===== config.mk =====
export PLATFORM = sky130hd
export DESIGN_NAME = measure_seq
export DESIGN_NICKNAME = d
export VERILOG_FILES = /design/src/rtl/measure_seq.sv
export SDC_FILE = /design/constraint.sdc
export NUM_CORES = 1
export LEC_CHECK = 0
export ABC_AREA = 1
export CELL_PAD_IN_SITES_DETAIL_PLACEMENT = 2
export CELL_PAD_IN_SITES_GLOBAL_PLACEMENT = 2
export CORE_MARGIN = 1
export CORE_UTILIZATION = 36
export CTS_CLUSTER_DIAMETER = 40
export DETAILED_ROUTE_END_ITERATION = 10
export PLACE_DENSITY = 0.86
export RECOVER_POWER = 100
export SLEW_MARGIN = 20
export SYNTH_ARGS = -nofsm -noshare
export SYNTH_HDL_FRONTEND = slang
export SYNTH_SLANG_ARGS = --single-unit
export TNS_END_PERCENT = 30

===== constraint.sdc =====
create_clock -name clk -period 4.9 [get_ports clk]
set_clock_uncertainty 0.2 [all_clocks]
set_input_delay 0.49 -clock clk [delete_from_list [all_inputs] [get_ports clk]]
set_output_delay 0.49 -clock clk [all_outputs]
set_load 0.005 [all_outputs]

===== src/rtl/measure_seq.sv =====
// Sequential argmax measurement over a snapshotted amplitude vector.
// Scans one element per cycle and reports the winning index and score.
module measure_seq #(
    parameter int NSTATES = 4,
    parameter int W = 8,
    localparam int IDX_W = $clog2(NSTATES)
) (
    input  logic                 clk,
    input  logic                 rst,
    input  logic                 start,
    input  logic                 mode,
    input  logic [NSTATES*W-1:0] state_real_flat,
    output logic                 busy,
    output logic                 valid,
    output logic [IDX_W-1:0]     measured_result,
    output logic [W-1:0]         max_mag,
    output logic                 none
);

    typedef enum logic [1:0] {
        IDLE,
        SCAN,
        DONE
    } state_t;

    localparam logic [IDX_W-1:0] LAST = IDX_W'(NSTATES - 1);

    state_t               state;
    logic [NSTATES*W-1:0] snap;
    logic                 snap_mode;
    logic [IDX_W-1:0]     idx;
    logic [IDX_W-1:0]     best_idx;
    logic [W-1:0]         run_max;
    logic [W-1:0]         elem;
    logic [W-1:0]         score;
    logic                 qual;

    // Negating the most negative value wraps to 2^(W-1), its unsigned magnitude.
    always_comb begin
        elem  = snap[int'(idx)*W +: W];
        score = (snap_mode && elem[W-1]) ? -elem : elem;
        qual  = (snap_mode || !elem[W-1]) && (score > run_max);
    end

    always_ff @(posedge clk or posedge rst) begin
        if (rst) begin
            state           <= IDLE;
            snap            <= '0;
            snap_mode       <= 1'b0;
            idx             <= '0;
            best_idx        <= '0;
            run_max         <= '0;
            busy            <= 1'b0;
            valid           <= 1'b0;
            measured_result <= '0;
            max_mag         <= '0;
            none            <= 1'b0;
        end else begin
            valid <= 1'b0;
            unique case (state)
                IDLE: begin
                    busy <= 1'b0;
                    if (start && !busy) begin
                        state     <= SCAN;
                        snap      <= state_real_flat;
                        snap_mode <= mode;
                        idx       <= '0;
                        best_idx  <= '0;
                        run_max   <= '0;
                    end
                end
                SCAN: begin
                    busy <= 1'b1;
                    if (qual) begin
                        run_max  <= score;
                        best_idx <= idx;
                    end
                    if (idx == LAST) begin
                        state <= DONE;
                    end else begin
                        idx <= idx + IDX_W'(1);
                    end
                end
                DONE: begin
                    busy            <= 1'b1;
                    valid           <= 1'b1;
                    measured_result <= best_idx;
                    max_mag         <= run_max;
                    none            <= (run_max == '0);
                    state           <= IDLE;
                end
                default: state <= IDLE;
            endcase
        end
    end

endmodule


==> summary.txt <==
Status
  – Outcome: finished with violations
  – Failing checks: max-capacitance violations, max-slew violations

Worst setup path
  – Reg-to-Reg Start: idx[0]
  – Worst Path Arrival: 3900 ps
  – Critical Path Source Type: flip-flop
  – CP Capture Type: flip-flop
  – Critical Path Fanout Max: 20
  – WP data required: 4960 ps
  – WS Path Type: reg2reg
  – Worst setup path startpoint: idx[0]

Clocking
  – H-tree levels: 3
  – Clock sinks: 60
  – TritonCTS clock tree: built
  – CTS Buffer Depth: 2
  – Cts hold-fix bufs: 0
  – TritonCTS buffer count: 9
  – Root buffer cell: clkbuf_8
  – Number of post-CTS setup repair buffers: 0
  – Resized Gates After CTS: 0
  – Clock-pin slew on the worst setup and hold paths: 70 ps
  – Clock latency on the worst-skew pair: 340 ps

Timing
  – Slew at the pin closest to its max-slew limit: 1770 ps
  – Max Clk Rate: 261 MHz
  – Final Slew Violations: 68
  – Post-route worst setup slack: 1060 ps
  – Max_slew headroom: -18.3%
  – Final setup violation count: 0
  – Fin. Hold Viols: 0
  – Final period util: 78.3%
  – RSZ-0062 raised after global routing: no
  – Fin crit period: 3840 ps
  – Setup TNS Final: 0 ps

Die
  – Num rows: 33
  – Die Ht: 95.3 um
  – Core Region: 8340 um^2
  – Die Wd: 95.3 um
  – Die ar.: 9090 um^2
  – Io pins: 49
  – Initial core utilization: 37.6%

Global routing
  – Antenna violations before repair: 0
  – Vias in the first global route: 2806
  – Global-route usage over all layers: 20.3%
  – Global-route wire length before repair: 13800 um
  – Total global routing overflow: 0
  – Largest net degree at the start of global routing: 37

Detailed routing
  – Antenna-violating nets left: 0
  – Wire per inst: 16.5 um
  – Vias per cell: 5.08
  – DR vias: 2429
  – Detailed-route DRC error count: 0
  – Initial DRT Pass Iterations: 4
  – Routed wire length: 7910 um
  – Iteration-0 DRC Markers: 59

Placement
  – GPL Wtd Cong: 0.773
  – Post-DP HPWL: 5900 um
  – Port-buffer cells: 48
  – Place WS: 1330 ps

Synthesis
  – Commonest cells post-synth: 85 x nand2_1, 60 x dfrtp_1, 32 x mux2_2, 29 x inv_1, 16 x nand2_2
  – Ys flop type: dfrtp_1
  – Post-synth top area share: 47.9%
  – Post-Synthesis Cells: 318
  – Synth Net Count: 368
  – Synth cell types: 32
  – Seq cells post-synth: 60
  – Synth area leaders: dfrtp_1 48%, mux2_2 11%, nand2_1 10%
  – Register area share after synthesis: 47.9%
  – Mapped Area: 3140 um^2
  – Leading area contributor after synthesis: dfrtp_1
  – Count leader, synth: nand2_1
  – Number of flops mapped to enable cells by yosys: 0
  – Yosys Warn Count: 0
  – Syn avg cell area: 9.86 um^2
  – Fraction of registers with async set/reset: 100%

Power
  – Static Leak: 0.00183 uW
  – Pwr Density: 734 nW/um^2
  – Worst VDD drop: 0.270 mV

Final layout
  – Nets: 420
  – Share of cells above drive strength 1: 20.1%
  – Diode count: 0
  – Synthesis-to-finish area growth: 22.5%
  – Fill cells: 917

Min path
  – Worst hold path startpoint: measured_result[0]
  – Hold crit path type: reg2reg

Flow run
  – Maxcap violations: 2
==> power by group <==
part           internal (uW)  switching, uW  total (uW)
Combinational            639            896        1530
Sequential               713            163         875
Clock                    218            192         410
==> worst paths after layout <==
check,end,slack [ps],depth (start not counted)
min in group asynchronous,state[0],710,2
worst min register to register,measured_result[0],280,2
worst max-delay path,run_max[3],1060,21
worst max register to register,run_max[3],1060,21
max in group asynchronous,snap[7],1550,3
worst min-delay path,measured_result[0],280,2
==> routing by layer <==
| layer | up-vias | share of wire [%] | GRT usage, % |
|---|---|---|---|
| met1 | 1216 | 42 | 23.1 |
| met5 | - | 0 | 0 |
| met2 | 50 | 52 | 36.8 |
| met3 | 12 | 3.5 | 5.66 |
| met4 | 0 | 1.7 | 5.93 |
| li1 | 1151 | - | - |
==> cell type report <==
class | count | area [um^2] | share of cell area [%]
Timing Repair Buffer | 49 | 484 | 12.6
Multi-Input combinational cell | 218 | 1420 | 37.0
Clock inverter | 2 | 10.0 | 0.261
Inverter | 32 | 128 | 3.32
Tap cell | 105 | 131 | 3.42
Clock buffer | 12 | 165 | 4.30
Sequential cell | 60 | 1500 | 39.1
==> kinds of logic after synthesis <==
group / count (synthesis) / share of synthesized area [%]
muxes: 32 / 11.5
adders and majority gates: 14 / 5.59
AOI/OAI and AO/OA: 33 / 6.23
and+or+nand+nor: 138 / 22.5
DFF: 60 / 47.9
xor gates and xnor gates: 1 / 0.279
buffers and inverters: 40 / 5.99
==> cells in the final DEF, fill, tap and decap left out, types with 2 or more instances in the layout <==
master,instances
mux2_2,31
inv_1,30
nand4_1,6
clkinv_2,2
nand3_1,13
o21a_1,2
nor2_1,5
nand2_1,88
o22ai_1,2
dlygate4sd3_1,14
ha_1,14
dfrtp_1,60
nand3_2,8
a21oi_1,7
nand2_2,14
o21ai_0,16
clkdlybuf4s50_1,34
clkbuf_8,12
==> critical path, cell delays in order, from the launching register on <==
cell and delay [ps]:
dfrtp_1 820, inv_6 170, nand2_1 130, nand3_2 60
nand2_1 230, ha_1 240, nand3_1 120, nand2_1 120
nand3_1 70, nand2_1 80, inv_1 40, ha_1 280
nand2_1 70, nor2_1 150, nand4_1 110, nand2_1 110
inv_1 80, nand2_1 70, nand2_1 50, nand2_1 290
nand2_1 120, o21ai_0 100
==> metrics by stage <==
step,hold WS [ps],util (%),instance area [um^2],std cells,total power (uW)
global route,307,46.1,3840,478,3100
global placement,254,44.3,3690,464,2360
finish,275,46.1,3840,478,2820
detailed placement,265,44.3,3690,464,2480
CTS,282,46.4,3870,478,2920
floorplan,249,-,3140,318,2020
==> sequential cells by signal, summed over array words and instances (netlist names) <==
name	count
busy	1
run_max	8
snap	32
none	1
valid	1
best_idx	2
measured_result	2
snap_mode	1
max_mag	8
idx	2
state	2
(Power assumes the default switching activity.)
==> RTL edit (config.mk and constraints unchanged) <==
Put one more register stage on the output `measured_result`, cleared by the reset. The value now appears one clock later. The other outputs are not delayed to match.
--- a/src/rtl/measure_seq.sv
+++ b/src/rtl/measure_seq.sv
@@ -26,2 +26,4 @@
     localparam logic [IDX_W-1:0] LAST = IDX_W'(NSTATES - 1);
+
+    logic [IDX_W-1:0] measured_result_s0;
 
@@ -54,3 +56,3 @@
             valid           <= 1'b0;
-            measured_result <= '0;
+            measured_result_s0 <= '0;
             max_mag         <= '0;
@@ -86,3 +88,3 @@
                     valid           <= 1'b1;
-                    measured_result <= best_idx;
+                    measured_result_s0 <= best_idx;
                     max_mag         <= run_max;
@@ -96,2 +98,10 @@
 
+    always_ff @(posedge clk or posedge rst) begin
+        if (rst) begin
+            measured_result <= '0;
+        end else begin
+            measured_result <= measured_result_s0;
+        end
+    end
+
 endmodule
Formal check against the unedited RTL: not equivalent (Yosys sat finds a counterexample within 10 cycles, from zero or initial values and one cycle with rst high).
==> RTL edit against the unedited design <==
The flow still finishes with violations (max-capacitance violations, max-slew violations). Cell count increased by 0.84%. Cell area rose by 2.1%. Sequential share of layout area rose by 0.49 points. Total power up 5.9%. Setup slack lost 0.014 ns. Critical path type unchanged. Area after synthesis rose by 1.3%. Wire length up 0.61%. Highest routed layer unchanged. Critical endpoint is now run_max[6]. Largest cell class unchanged. Sequential power up 0.9%. Critical path depth did not move. Sequential cell count rose by 2. Via count increased by 0.29%.
==> RTL edit: results (changes against the unedited design) <==
Final TNS setup 0 ns (unchanged); via/cell ratio 5.054 (-0.54%); Place WS 1.415 ns (+0.08552 ns); Leak 0.001860 uW (+1.6%); failing checks max-capacitance violations, max-slew violations; Layout Utilization 46.77% (+0.71 points); syn_nets 369 (+0.27%); worst slew pin tran 1.914 ns (+0.1394 ns); first-pass GRT wire length 13810 um (+0.20%); number of global-route vias before repair 2814 (+0.29%); Post-DP Area 0.003742 mm2 (+1.3%); Total GRT Usage 20.13% (-0.18 points); hold path start measured_result_s0[1]; most frequent cells after synthesis nand2_1, dfrtp_1, mux2_2; Max VDD drop 252.7 uV (-6.5%); DRT iter0 DRCs 76 (+29%); HPWL Detailed 5704 um (-3.2%); CTS Buf Count 9 (unchanged); filler instances 890 (-2.9%); clk slew on worst S/H paths 0.08 ns; MaxCap Viol Count 1 (-1); crit-path max cell delay 0.79 ns (-0.03 ns); switching share of power 45.47% (+1.1 points); share of layout cells above drive strength 1 20.69% (+0.58 points); final slew viol count 36 (-47%); WL/cell 16.50 um (-0.23%); synth warn 0 (unchanged); largest net degree at the start of global routing 63 (+70%); initial antenna violation count 0 (unchanged); post-CTS sizing 0 (unchanged); post-synthesis sequential area ratio 48.86% (+0.97 points); outcome complete, but fails checks; Arr. time, crit path 3.91 ns (about the same); Hold Crit Depth 0 (-2); RR Endpoint run_max[6]; layout net count 422 (+0.48%); CTS root buf clkbuf_8; routability-driven placement congestion ratio 0.7685 (-0.62%); worst min-delay path endpoint measured_result[1]; largest cells by area after synthesis dfrtp_1, mux2_2, nand2_1
## RTL edit: changes by cell type in the layout (fill, tap and decap cells not counted), sizes merged
cell	delta
inv	-1
nand2	-2
clkinvlp	+2
a21oi	+2
dfrtp	+2
buf	+1
clkinv	+1
bufinv	+1
o21ai	-1
clkbuf	-1
## RTL edit: final cells by class
class / count / share of cell area [%]
sequential: 62 / 39.58
multi-input combinational: 217 / 36.23
inverter: 32 / 3.192
clock buffer: 11 / 3.607
clock inverter: 5 / 1.500
tap: 105 / 3.351
timing repair buffer: 50 / 12.54
## RTL edit: stage by stage
stage,instances,hold slack [ns]
final,482,0.1831
after global routing,482,0.2040
after CTS,482,0.1877
after detailed placement,466,0.1666
after global placement,466,0.1603
after floorplan,319,0.1540
## RTL edit: power groups by stage
stage	Combinational (uW)	Clock, uW	Sequential [uW]
4_1_cts	1720	477	890
2_1_floorplan	1280	0	819
6_report	1640	466	883
5_1_grt	1850	497	915
3_3_place_gp	1540	0	885
3_5_place_dp	1650	0	899
## RTL edit: worst max-delay path by stage
stage                             to  slack (ns)  cells past startpoint
final                     run_max[6]        1.05                     21
after global routing      run_max[6]        0.59                     21
after detailed placement  run_max[6]        1.42                     21
after CTS                 run_max[6]        1.23                     21
after global placement    run_max[1]        1.61                     21
after floorplan           run_max[0]        2.16                     23
## RTL edit: layer usage
layer | global-route usage, % | share of wire (%) | vias to the layer above
met2 | 37.02 | 52 | 48
li1 | - | - | 1161
met1 | 24.20 | 44 | 1217
met5 | 0 | 0 | -
met4 | 5.970 | 1.4 | 0
met3 | 2.923 | 2.4 | 10
## RTL edit: logic make-up after synthesis
| group | count (synthesis) | share of synthesized area, % |
|---|---|---|
| compound gates | 34 | 6.304 |
| xor+xnor | 1 | 0.2759 |
| fa+ha+maj | 14 | 5.516 |
| buf+inv | 40 | 5.831 |
| flops | 62 | 48.86 |
| mux | 32 | 11.35 |
| simple gates | 136 | 21.87 |
## RTL edit: worst reg2reg max path, cell delays in order (launching register included)
cell,delay [ns]
dfrtp_1,0.79
inv_4,0.22
nand2_1,0.14
nand3_2,0.06
nand2_1,0.20
ha_1,0.23
nand3_1,0.12
nand2_1,0.12
nand3_1,0.07
nand2_1,0.09
inv_1,0.05
ha_1,0.26
nand2_1,0.08
nor2_1,0.19
nand4_1,0.12
nand2_1,0.11
inv_1,0.09
nand2_1,0.08
nand2_1,0.05
nand2_1,0.28
nand2_1,0.10
o21ai_0,0.11
